[config.mk]
export PLATFORM = sky130hd
export DESIGN_NAME = cic_decimator_flat
export DESIGN_NICKNAME = d
export VERILOG_FILES = /design/src/rtl/cic_decimator_if.sv /design/src/rtl/cic_decimator.sv /design/src/flat_wrapper.sv
export SDC_FILE = /design/constraint.sdc
export NUM_CORES = 1
export LEC_CHECK = 0
export BUFFER_PORTS_ARGS = -buffer_cell sky130_fd_sc_hd__clkbuf_2
export CORE_ASPECT_RATIO = 1.5
export CORE_MARGIN = 2
export CORE_UTILIZATION = 32
export DETAILED_ROUTE_END_ITERATION = 6
export MAX_ROUTING_LAYER = met4
export SLEW_MARGIN = 20
export SYNTH_ARGS = -nofsm -noshare
export SYNTH_HDL_FRONTEND = slang
export SYNTH_SLANG_ARGS = --single-unit
[constraint.sdc]
create_clock -name clk -period 32.7 [get_ports clk]
set_clock_uncertainty 0.15 [all_clocks]
set_input_delay 9.81 -clock clk [delete_from_list [all_inputs] [get_ports clk]]
set_output_delay 9.81 -clock clk [all_outputs]
set_load 0.02 [all_outputs]
[src/rtl/cic_decimator_if.sv]
// cic_decimator_if
//   Bundles the sample stream into and out of cic_decimator.
//   master: drives valid_in, bypass, dec_sel, cic_in; observes cic_out, valid_out, busy.
//   slave : the decimator side (mirror of master).
//   Signals:
//     valid_in  - cic_in carries a sample this cycle
//     bypass    - registered passthrough of cic_in/valid_in
//     dec_sel   - decimation select, R = 2^dec_sel (clamped inside the block)
//     cic_in    - signed Q1.15 input sample
//     cic_out   - signed Q1.15 decimated sample, held between strobes
//     valid_out - one-cycle strobe per output sample
//     busy      - high during the single flush cycle after a rate change
interface cic_decimator_if #(
  parameter int DATA_WIDTH    = 16,
  parameter int DEC_SEL_WIDTH = 3
);
  logic                          valid_in;
  logic                          bypass;
  logic [DEC_SEL_WIDTH-1:0]      dec_sel;
  logic signed [DATA_WIDTH-1:0]  cic_in;
  logic signed [DATA_WIDTH-1:0]  cic_out;
  logic                          valid_out;
  logic                          busy;

  modport master (
    output valid_in, bypass, dec_sel, cic_in,
    input  cic_out, valid_out, busy
  );

  modport slave (
    input  valid_in, bypass, dec_sel, cic_in,
    output cic_out, valid_out, busy
  );
endinterface

[src/rtl/cic_decimator.sv]
// cic_decimator
//   Runtime-configurable N-stage CIC decimator, R = 2^dec_sel, with the CIC
//   gain 2^(N*dec_sel) removed by a round-half-up arithmetic shift.
//   Ports:
//     clk - rising-edge clock
//     rst - synchronous, active-high reset
//     cic - cic_decimator_if.slave (valid_in, bypass, dec_sel, cic_in in;
//           cic_out, valid_out, busy out)
//   A change of the clamped dec_sel drops the current sample and spends one
//   FLUSH cycle clearing the filter, after which decimation restarts from
//   zero state at phase 0.
module cic_decimator #(
  parameter int DATA_WIDTH = 16,
  parameter int DATA_FRAC  = 15,
  parameter int NUM_STAGES = 3,
  parameter int MAX_DEC    = 16
) (
  input  logic            clk,
  input  logic            rst,
  cic_decimator_if.slave  cic
);
  localparam int DEC_SEL_MAX   = $clog2(MAX_DEC);
  localparam int DEC_SEL_WIDTH = $clog2(DEC_SEL_MAX + 1);
  localparam int ACC_WIDTH     = DATA_WIDTH + NUM_STAGES * DEC_SEL_MAX;
  localparam int SHIFT_WIDTH   = $clog2(NUM_STAGES * DEC_SEL_MAX + 1);

  localparam logic [0:0] ST_RUN   = 1'b0;
  localparam logic [0:0] ST_FLUSH = 1'b1;

  if (MAX_DEC < 2 || (MAX_DEC & (MAX_DEC - 1)) != 0 || DATA_FRAC >= DATA_WIDTH) begin : g_param_check
    $error("cic_decimator: MAX_DEC must be a power of two >= 2 and DATA_FRAC < DATA_WIDTH");
  end

  logic [0:0]                   state_reg;
  logic [DEC_SEL_MAX-1:0]       phase_reg;
  logic [DEC_SEL_WIDTH-1:0]     dec_sel_q_reg;
  logic signed [DATA_WIDTH-1:0] cic_out_reg;
  logic                         valid_out_reg;

  logic [DEC_SEL_WIDTH-1:0]     dec_sel_clamp;
  logic [DEC_SEL_MAX-1:0]       phase_max;
  logic                         in_run;
  logic                         rate_change;
  logic                         accept;
  logic                         capture;
  logic                         clear_state;
  logic signed [ACC_WIDTH-1:0]  in_ext;

  assign dec_sel_clamp = (cic.dec_sel > DEC_SEL_WIDTH'(DEC_SEL_MAX))
                         ? DEC_SEL_WIDTH'(DEC_SEL_MAX) : cic.dec_sel;
  assign in_run      = (state_reg == ST_RUN);
  assign rate_change = in_run && !cic.bypass && (dec_sel_clamp != dec_sel_q_reg);
  assign accept      = in_run && !cic.bypass && !rate_change && cic.valid_in;
  assign capture     = accept && (phase_reg == phase_max);
  // Reset, bypass and FLUSH all hold the filter at zero state / phase 0.
  assign clear_state = rst || cic.bypass || (state_reg == ST_FLUSH);
  assign in_ext      = {{(ACC_WIDTH - DATA_WIDTH){cic.cic_in[DATA_WIDTH-1]}}, cic.cic_in};

  // R-1 = 2^dec_sel_q - 1: a mask of dec_sel_q ones.
  for (genvar gi = 0; gi < DEC_SEL_MAX; gi++) begin : g_phase_max
    assign phase_max[gi] = (dec_sel_q_reg > DEC_SEL_WIDTH'(gi));
  end

  // Non-pipelined integrator chain: each stage adds the freshly updated
  // output of the stage before it. Wrap-around is intentional.
  for (genvar gi = 0; gi < NUM_STAGES; gi++) begin : g_int
    logic signed [ACC_WIDTH-1:0] integ_reg;
    logic signed [ACC_WIDTH-1:0] upd;
    if (gi == 0) begin : g_first
      assign upd = integ_reg + in_ext;
    end else begin : g_rest
      assign upd = integ_reg + g_int[gi-1].upd;
    end
    always_ff @(posedge clk) begin
      if (clear_state) begin
        integ_reg <= '0;
      end else if (accept) begin
        integ_reg <= upd;
      end
    end
  end

  // Comb chain at the decimated rate; each delay loads its own stage input.
  for (genvar gi = 0; gi < NUM_STAGES; gi++) begin : g_comb
    logic signed [ACC_WIDTH-1:0] comb_dly_reg;
    logic signed [ACC_WIDTH-1:0] din;
    logic signed [ACC_WIDTH-1:0] dout;
    if (gi == 0) begin : g_first
      assign din = g_int[NUM_STAGES-1].upd;
    end else begin : g_rest
      assign din = g_comb[gi-1].dout;
    end
    assign dout = din - comb_dly_reg;
    always_ff @(posedge clk) begin
      if (clear_state) begin
        comb_dly_reg <= '0;
      end else if (capture) begin
        comb_dly_reg <= din;
      end
    end
  end

  // Gain normalisation: add half an LSB of the result, then shift right.
  logic [SHIFT_WIDTH-1:0]       shift_amt;
  logic signed [ACC_WIDTH-1:0]  round_bias;
  logic signed [ACC_WIDTH-1:0]  rounded;
  logic signed [ACC_WIDTH-1:0]  scaled;
  logic signed [DATA_WIDTH-1:0] norm;
  logic                         unused_scaled_hi;

  assign shift_amt  = SHIFT_WIDTH'(NUM_STAGES * int'(dec_sel_q_reg));
  assign round_bias = (shift_amt == '0) ? '0
                      : (ACC_WIDTH'(1) << (shift_amt - SHIFT_WIDTH'(1)));
  assign rounded    = g_comb[NUM_STAGES-1].dout + round_bias;
  assign scaled     = rounded >>> shift_amt;
  // All CIC taps are positive, so the normalised value always fits DATA_WIDTH.
  assign norm       = scaled[DATA_WIDTH-1:0];
  assign unused_scaled_hi = ^scaled[ACC_WIDTH-1:DATA_WIDTH];

  always_ff @(posedge clk) begin
    if (rst) begin
      state_reg <= ST_RUN;
    end else if (state_reg == ST_FLUSH) begin
      state_reg <= ST_RUN;
    end else if (rate_change) begin
      state_reg <= ST_FLUSH;
    end
  end

  always_ff @(posedge clk) begin
    if (clear_state) begin
      phase_reg <= '0;
    end else if (accept) begin
      phase_reg <= capture ? '0 : (phase_reg + DEC_SEL_MAX'(1));
    end
  end

  always_ff @(posedge clk) begin
    if (clear_state) begin
      dec_sel_q_reg <= dec_sel_clamp;
    end
  end

  always_ff @(posedge clk) begin
    if (rst) begin
      cic_out_reg   <= '0;
      valid_out_reg <= 1'b0;
    end else if (cic.bypass) begin
      cic_out_reg   <= cic.cic_in;
      valid_out_reg <= cic.valid_in;
    end else if (capture) begin
      cic_out_reg   <= norm;
      valid_out_reg <= 1'b1;
    end else begin
      valid_out_reg <= 1'b0;
    end
  end

  assign cic.cic_out   = cic_out_reg;
  assign cic.valid_out = valid_out_reg;
  assign cic.busy      = (state_reg == ST_FLUSH);
endmodule

[src/flat_wrapper.sv]
// flat-port wrapper written by rule: the top's interface ports become plain ports
module cic_decimator_flat 
#(
  parameter int DATA_WIDTH = 16,
  parameter int DATA_FRAC  = 15,
  parameter int NUM_STAGES = 3,
  parameter int MAX_DEC    = 16
)
  (clk, rst, cic_valid_in, cic_bypass, cic_dec_sel, cic_cic_in, cic_cic_out, cic_valid_out, cic_busy);
  cic_decimator_if #(.DATA_WIDTH(DATA_WIDTH), .DEC_SEL_WIDTH(3)) cic_i ();
  input  logic clk;
  input  logic rst;
  input wire logic [$bits(cic_i.valid_in)-1:0] cic_valid_in;
  input wire logic [$bits(cic_i.bypass)-1:0] cic_bypass;
  input wire logic [$bits(cic_i.dec_sel)-1:0] cic_dec_sel;
  input wire logic [$bits(cic_i.cic_in)-1:0] cic_cic_in;
  output wire logic [$bits(cic_i.cic_out)-1:0] cic_cic_out;
  output wire logic [$bits(cic_i.valid_out)-1:0] cic_valid_out;
  output wire logic [$bits(cic_i.busy)-1:0] cic_busy;
  assign cic_i.valid_in = cic_valid_in;
  assign cic_i.bypass = cic_bypass;
  assign cic_i.dec_sel = cic_dec_sel;
  assign cic_i.cic_in = cic_cic_in;
  assign cic_cic_out = cic_i.cic_out;
  assign cic_valid_out = cic_i.valid_out;
  assign cic_busy = cic_i.busy;
  cic_decimator #(.DATA_WIDTH(DATA_WIDTH), .DATA_FRAC(DATA_FRAC), .NUM_STAGES(NUM_STAGES), .MAX_DEC(MAX_DEC)) u_core (.clk(clk), .rst(rst), .cic(cic_i));
endmodule
Word-level counts from Yosys, hierarchy flattened --
Cells that the tools add are included.
Cells by class: add/sub/neg operators 9, multiply operators 1, magnitude comparators 5, equal/unequal tests 2, shifts and indexed selects 2, muxes and demuxes 8, bitwise logic cells 1, reductions and logical operators 12
Operators with widths (number):
- 28-bit adder | 3
- 28-bit subtractor | 3
- 16-bit two-way mux | 2
- 28-bit by 16-bit adder with 28-bit output | 1
- 28-bit two-way mux | 1
- 1-bit by 4-bit left shift with 28-bit output, first input constant | 1
- 28-bit by 4-bit >>> shifter with 16-bit output | 1
- 3-bit by 1-bit greater-than comparator with 1-bit output, second input constant | 2
- 3-bit by 2-bit greater-than comparator with 1-bit output, second input constant | 2
- 1-bit logical AND | 5
- 4-bit by 1-bit adder with 4-bit output, second input constant | 1
- 4-bit equality test | 1
- 4-bit logical NOT | 1
- 2-bit by 3-bit multiplier with 4-bit output, first input constant | 1
- 4-bit two-way mux | 1
- 4-bit by 1-bit subtractor with 4-bit output, second input constant | 1
- 3-bit greater-than comparator, second input constant | 1
- 1-bit two-way mux | 3
- 3-bit two-way mux | 1
- 3-bit != test | 1
- 1-bit logical NOT | 2
- 1-bit logical OR | 2
- 2-bit nonzero test | 1
- 2-bit OR reduction | 1
- 1-bit NOT | 1
Word-level totals: register bits after elaboration 193, input port bits 23, output and inout port bits 18, word-level logic and storage cells 51

Longest topological paths before layout --
Gate-level depths: netlist (run 1).
depth in word-level cells 10, depth in mapped cells 58, mapped depth without buffers 58

Worst setup path after synthesis (run 1) --
OpenSTA, ideal clock, no wires.
path kind input to register, from input cic_cic_in[0], to register u_core.cic_out_reg[9] (netlist: u_core.cic.cic_out[9]), setup time 129 ps, data arrival time 19403 ps, data required time 32421 ps, path slack 13018 ps, stages 54, path buffers 1, cell sequence ha_1 -> inv_1 -> fa_1 -> nor2b_1 -> o21ai_0 -> a21boi_0 -> or2_2 -> nor3_1 -> nor2_1 -> nand2_1 -> a21boi_0 -> nor2_1 -> xnor2_1 -> ha_1 -> nand2_1 -> o21ai_1 -> nor3_1 -> a21oi_1 -> (+18 left out) -> ha_1 -> buf_1 -> nor4bb_1 -> o311ai_0 -> nand3b_1 -> a21oi_1 -> xnor2_1 -> ha_1 -> ha_1 -> and4_1 -> a21oi_1 -> nand2_1 -> a311oi_1 -> nor2_1 -> mux4_2 -> mux4_2 -> nand2_1 -> o21ai_1
Between the ends: cells in the longest elaborated chain, start to end 10
RTL lines:
- from (decl) | line flat_wrapper.sv:16 | input wire logic [$bits(cic_i.cic_in)-1:0] cic_cic_in;
- 28-bit by 16-bit adder with 28-bit output | line cic_decimator.sv:70 | assign upd = integ_reg + in_ext;
- via u_core.g_int[0].upd[10] | line cic_decimator.sv:68 | logic signed [ACC_WIDTH-1:0] upd;
- 28-bit adder | line cic_decimator.sv:72 | assign upd = integ_reg + g_int[gi-1].upd;
- via u_core.g_int[1].upd[13] | line cic_decimator.sv:68
- 28-bit adder | line cic_decimator.sv:72
- via u_core.g_comb[0].din[17] | line cic_decimator.sv:86 | logic signed [ACC_WIDTH-1:0] din;
- 28-bit subtractor | line cic_decimator.sv:93 | assign dout = din - comb_dly_reg;
- via u_core.g_comb[0].dout[19] | line cic_decimator.sv:87 | logic signed [ACC_WIDTH-1:0] dout;
- 28-bit subtractor | line cic_decimator.sv:93
- via u_core.g_comb[1].dout[21] | line cic_decimator.sv:87
- 28-bit subtractor | line cic_decimator.sv:93
- 28-bit adder | line cic_decimator.sv:114 | assign rounded = g_comb[NUM_STAGES-1].dout + round_bias;
- 28-bit by 4-bit >>> shifter with 16-bit output | line cic_decimator.sv:115 | assign scaled = rounded >>> shift_amt;
- 16-bit two-way mux | line cic_decimator.sv:151 | end else if (capture) begin
- 16-bit two-way mux | line cic_decimator.sv:148 | end else if (cic.bypass) begin
- to (signal assigned) | line cic_decimator.sv:149 | cic_out_reg <= cic.cic_in;
- to (signal assigned) | line cic_decimator.sv:152 | cic_out_reg <= norm;
- to (decl) | line cic_decimator.sv:37 | logic signed [DATA_WIDTH-1:0] cic_out_reg;
The timed path passes the listed nets, and every way through them passes these cells. The select of a mux whose other input is x is not followed. A chain may end at the register's enable or synchronous reset.

Final worst setup path (run 1) --
from input cic_cic_in[0], to register u_core.cic_out_reg[12] (netlist: u_core.cic.cic_out[12])
Same word-level chain as after synthesis.

==> results of run 1 <==
path summary, 6_finish.rpt:
path / end / slack, ns / depth (start not counted)
hold reg to reg: u_core.g_comb[2].comb_dly_reg[17] / 0.31 / 2
hold / removal: u_core.g_comb[2].comb_dly_reg[17] / 0.31 / 2
setup reg to reg: u_core.cic.cic_out[12] / 20.39 / 53
setup / recovery: u_core.cic.cic_out[12] / 11.30 / 54
routing by layer:
layer	wire, um	track usage, %
met3	1240	1.82
met5	0	-
met4	1960	8.34
met2	26000	33.9
met1	19700	19.5
area by class of cell:
type,count,area (um^2),share of cell area (%)
Timing Repair Buffer,52,290,1.58
Clock inverter,15,208,1.13
Sequential cell,193,3890,21.1
Clock buffer,17,425,2.31
Tap cell,682,853,4.63
Inverter,149,559,3.04
Multi-Input combinational cell,1671,12200,66.2
placed cells by master (no fill, tap or decap), types with 7 or more instances in the layout:
master     instances
mux2i_1           27
o211ai_1          13
dfxtp_1          190
nand4_1           19
mux4_2            11
o21a_1            21
a21o_1            64
xnor2_1          105
a21oi_1          218
a21boi_0           9
nand3_1           25
nand2b_1          19
fa_1              22
nor3_1            38
a22oi_1           14
a211o_1            7
o41ai_1            7
clkbuf_2          40
xor2_1            47
and3_1            23
nor2_1           158
inv_1            146
a221oi_1           9
or3_1             10
nor2b_1           21
clkbuf_16         17
buf_4             12
o221a_2           74
o21bai_1          20
nand2_1          220
and2_1            13
o21ai_0           74
o31ai_1           17
ha_1             185
or2_2              7
a31oi_1           23
a211oi_1          39
cells by family after synthesis:
kind of cell	after synthesis	synth area share (%)
XOR/XNOR	156	8.34
adder cells (fa/ha/maj)	207	16.2
AO/OA/AOI/OAI	677	27.8
AND/OR/NAND/NOR	587	15.8
buffers and inverters	250	5.53
flip-flops	193	22.9
multiplexers	44	3.44
power groups by stage:
stage,clock network [mW],registers (mW),logic [mW]
after floorplan,0,0.250,1.18
after global placement,0,0.249,1.55
after detailed placement,0,0.249,1.57
after CTS,0.237,0.243,1.58
after global routing,0.247,0.244,1.73
final,0.234,0.243,1.59
metrics by stage:
stage                     hold slack, ns  cells
final                              0.305   2779
after global routing               0.327   2779
after CTS                          0.308   2779
after detailed placement           0.297   2747
after global placement             0.292   2747
after floorplan                    0.286   2114
worst min-delay path: cells and delay by family (launching register included):
kind / cells / cell delay [ns]
simple gates: 1 / 0.05
flops: 1 / 0.31
compound gates: 1 / 0.05
==> impl_metrics.tcl, run 1 <==
set metrics [dict create \
    cts_max_level 4 \
    slew_violations 0 \
    synth_top_area_share_pct 22.4 \
    pwr-share-clk_pct 11.3 \
    critPathSlowestCell "a311oi_1" \
    place_ws_ns 10.96 \
    tns_ns 0 \
    yosys-top-cells-count "221 x nand2_1, 218 x a21oi_1, 190 x dfxtp_1" \
    clock.fmax_ghz 0.0467 \
    crit_start "cic_cic_in[0]" \
    final_core_util_pct 35.0 \
    die-area_um2 55000 \
    crit_type "input port to flip-flop" \
    p_sw_share_pct 51.5 \
    setup_viol 0 \
    hp-class "flip-flop to flip-flop" \
    async_flop_share_pct 0 \
    rr_startpoint "u_core.g_int[0].integ_reg[0]" \
    hold_viol 0 \
    antenna_found_initial 0 \
    p_total_mw 2.07 \
    synth.area.top_cells "dfxtp_1 22%, ha_1 14%, a21oi_1 6.4%" \
    first_iter_violations 826 \
    areaGrowthSynthToFinish_pct 8.34 \
    first_pass_iters 5 \
    cpLargestDelayFamily "compound AO/OA/AOI/OAI gates" \
    synth_edf_count 3 \
    ir_worst_vdd_uv 81.3 \
    yosys.cell_types.count 84 \
    clk_path_buf_depth 2 \
    clk_pin_slew_ns 0.08 \
    cp-start-kind "input port" \
    dpl.hpwl_mm 37.3 \
    syn-instance-count 2114 \
    start_util_pct 32.3 \
    synth_top_cell_by_area "dfxtp_1" \
    combPwrFrac_pct 76.9 \
    gp_congestion 0.937 \
    drive_gt1_share_pct 9.68 \
    overflow 0 \
    remaining_drc_errors 0 \
    grt_pass1_vias 15301 \
    yosysSeqAreaShare_pct 22.9 \
    syn-cell-area_um2 17000 \
    cp.arrival_ns 21.59 \
    clock_sinks 193 \
    nets 2314 \
    timing.max_cap.violations 0 \
    hold_start "u_core.g_comb[2].comb_dly_reg[17]" \
    synthFlopType "dfxtp_1" \
    ioPinCount 41 \
    power_switching_mw 1.07 \
    p_leak_nw 7.44 \
    ys_ff_latch 193 \
    power_density_nw_per_um2 112 \
    fp-row-count 103 \
    internal_power_mw 1.00 \
    routed_wirelength_mm 48.9 \
    power_frac_seq_pct 11.8 \
    synth_most_common_cell "nand2_1" \
    design_area_um2 18400 \
    clockRootBuffer "clkbuf_16" \
    post_cts_buffers 0 \
    cp_num_buf_inv 2 \
    cts_tree "done" \
    rsz0062_at_grt "false" \
    antenna_left 0 \
    syn_area_per_cell_um2 8.04 \
    vias 15454 \
    cp.required_ns 32.89 \
    die_w_um 192 \
    cts.hold.buffers_added 0 \
    cts_made_buffers 17 \
    diodes 0 \
    clkLatencyLatePin_ns 0.47 \
    setup_slack_ns 11.30 \
    core_um2 52600 \
    grt_max_degree 84 \
    critPathMaxFanout 6 \
    viasPerCell 5.56 \
    grt.total_usage_pct 18.4 \
    fin_crit_sh_pct 65.5 \
    grt_pass1_wl_mm 79.2 \
    fillers 5404 \
    timing.critical_path.mode_cell "ha_1" \
    wire_per_inst_um 17.6 \
    synth_nets 2344 \
    end_kind "flip-flop" \
    die_y_um 286 \
    ys_warn_count 0 \
    min_period_ns 21.40 \
    postCtsResizedCells 0 \
    portBuffers 40 \
    dpl_cell_area_um2 17800 \
    status "finished clean" \
    tightest_slew_ns 0.957 \
    slew_headroom_pct 36.2 \
    max_stage_delay_ns 0.53 \
]
Power figures use the tool's default switching activity.
==> run 2: changes to the inputs <==
clock period = 19.2 ns   (was 32.7 ns; I/O delays follow)
==> run 2 against run 1 <==
Compared with the run above:
- highest routed layer unchanged
- cell area decreased by 0.29%
- routed wire length increased by 1.2%
- largest power group unchanged
- largest cell class unchanged
- non-clock buffer count increased by 1
- global-route usage decreased by 0.10 points
- sequential power increased by 71%
==> impl_metrics.tcl, run 2 (synthesized netlist as in run 1, its figures left out) <==
set metrics [dict create \
    antenna_left 0 \
    critPathSlowestCell "o41ai_1" \
    diodes 0 \
    ioPinCount 41 \
    clk_path_buf_depth 2 \
    grt_max_degree 84 \
    viasPerCell 5.57 \
    gp_congestion 0.929 \
    rsz0062_at_grt "false" \
    holdPathEnd "u_core.g_comb[1].comb_dly_reg[24]" \
    tns_ns 0 \
    timing.max_cap.violations 0 \
    met2_length_mm 26.4 \
    critPathMaxFanout 6 \
    hp-class "flip-flop to flip-flop" \
    postCtsResizedCells 0 \
    clock_sinks 193 \
    die_w_um 192 \
    drive_gt1_share_pct 9.72 \
    routed_wirelength_mm 49.5 \
    cts_tree "done" \
    max_stage_delay_ns 0.81 \
    portBuffers 40 \
    cp.arrival_ns 17.49 \
    dpl.hpwl_mm 37.7 \
    core_um2 52600 \
    grt_pass1_wl_mm 78.4 \
    timing.critical_path.mode_cell "ha_1" \
    ir_worst_vdd_uv 124 \
    layout_common_cells "220 x nand2_1, 218 x a21oi_1, 190 x dfxtp_1, 185 x ha_1, 158 x nor2_1" \
    dpl_cell_area_um2 17800 \
    first_iter_violations 892 \
    fp-row-count 103 \
    setup_viol 0 \
    hold_viol 0 \
    first_pass_iters 5 \
    remaining_drc_errors 0 \
    cpLargestDelayFamily "compound AO/OA/AOI/OAI gates" \
    p_total_mw 3.52 \
    clock.fmax_ghz 0.0578 \
    clk_pin_slew_ns 0.08 \
    hold_start "u_core.g_comb[1].comb_dly_reg[24]" \
    slew_violations 0 \
    tightest_slew_ns 0.981 \
    multi_input_area_um2 12200 \
    grt.total_usage_pct 18.3 \
    routed-wl-met3_mm 1.47 \
    post_cts_buffers 0 \
    cts_max_level 4 \
    holdPathStages 2 \
    cp_num_buf_inv 3 \
    die_y_um 286 \
    antenna_found_initial 0 \
    worstRegToRegCells 50 \
    r2r-end "u_core.cic.cic_out[9]" \
    vias 15495 \
    nets 2315 \
    die-area_um2 55000 \
    slew_headroom_pct 34.6 \
    areaGrowthSynthToFinish_pct 8.03 \
    p_leak_nw 7.41 \
    drt-met1-wl_mm 19.6 \
    start_util_pct 32.3 \
    r2r_setup_slack_ns 6.96 \
    power_density_nw_per_um2 192 \
    seq_area_um2 3890 \
    cp-start-kind "input port" \
    end_kind "flip-flop" \
    cts.hold.buffers_added 0 \
    clockRootBuffer "clkbuf_16" \
    cp.required_ns 19.40 \
    status "finished clean" \
    crit_type "input port to flip-flop" \
    wire_per_inst_um 17.8 \
    min_period_ns 17.29 \
    fillers 5470 \
    clkLatencyLatePin_ns 0.46 \
    fin_crit_sh_pct 90.0 \
    overflow 0 \
    whs_ns 0.304 \
    final_common_cell "nand2_1" \
    dr.max_layer_used "met4" \
    grt_pass1_vias 15063 \
    cts_made_buffers 17 \
    rr_startpoint "u_core.g_int[0].integ_reg[0]" \
    design_area_um2 18400 \
]
run 2: cell types whose count changed in the layout (fill, tap and decap cells not counted), sizes merged:
cell,delta
bufinv,-3
inv,+3
clkinvlp,-2
buf,+1
clkinv,+2
run 2: how the worst max path moves through the flow:
stage	from	end	slack, ns	cells after the start
2_1_floorplan	cic_cic_in[0]	u_core.cic.cic_out[9]	3.57	54
3_3_place_gp	cic_cic_in[0]	u_core.cic.cic_out[9]	1.59	50
3_5_place_dp	cic_cic_in[0]	u_core.cic.cic_out[15]	1.65	56
4_1_cts	cic_cic_in[0]	u_core.cic.cic_out[15]	2.03	51
5_1_grt	cic_cic_in[0]	u_core.cic.cic_out[13]	1.04	51
6_report	cic_cic_in[0]	u_core.cic.cic_out[9]	1.91	51
run 2: routing by layer:
layer,track usage (%),vias to the layer above
met5,-,-
li1,-,7617
met1,19.4,7470
met3,1.93,101
met4,8.09,0
met2,33.7,307
run 2: cell type report:
| class | count | area share (%) |
|---|---|---|
| Clock buffer | 17 | 2.32 |
| Clock inverter | 15 | 0.838 |
| Inverter | 149 | 3.04 |
| Multi-Input combinational cell | 1671 | 66.3 |
| Sequential cell | 193 | 21.2 |
| Tap cell | 682 | 4.65 |
| Timing Repair Buffer | 53 | 1.62 |
run 2: report_power, final:
group,internal [mW],leakage (nW),switching [mW]
sequential,0.409,1.57,0.00598
combinational,1.08,5.56,1.66
clock,0.183,0.285,0.183
total,1.67,7.41,1.85
run 2: worst reg2reg max path, delay by kind of cell (launching register included):
family | cells | cell delay [ns]
AOI/OAI and AO/OA | 15 | 4.06
adders and majority gates | 8 | 2.72
and+or+nand+nor | 18 | 2.37
muxes | 2 | 0.95
buffers and inverters | 2 | 0.21
DFF | 1 | 0.34
xor gates and xnor gates | 5 | 1.30
run 2: per-stage QoR:
step,worst slack (ns),util [%],std cells
after floorplan,3.57,-,2114
after global placement,1.59,33.8,2748
after detailed placement,1.65,33.8,2748
after CTS,2.03,34.9,2780
after global routing,1.04,34.9,2780
final,1.91,34.9,2780
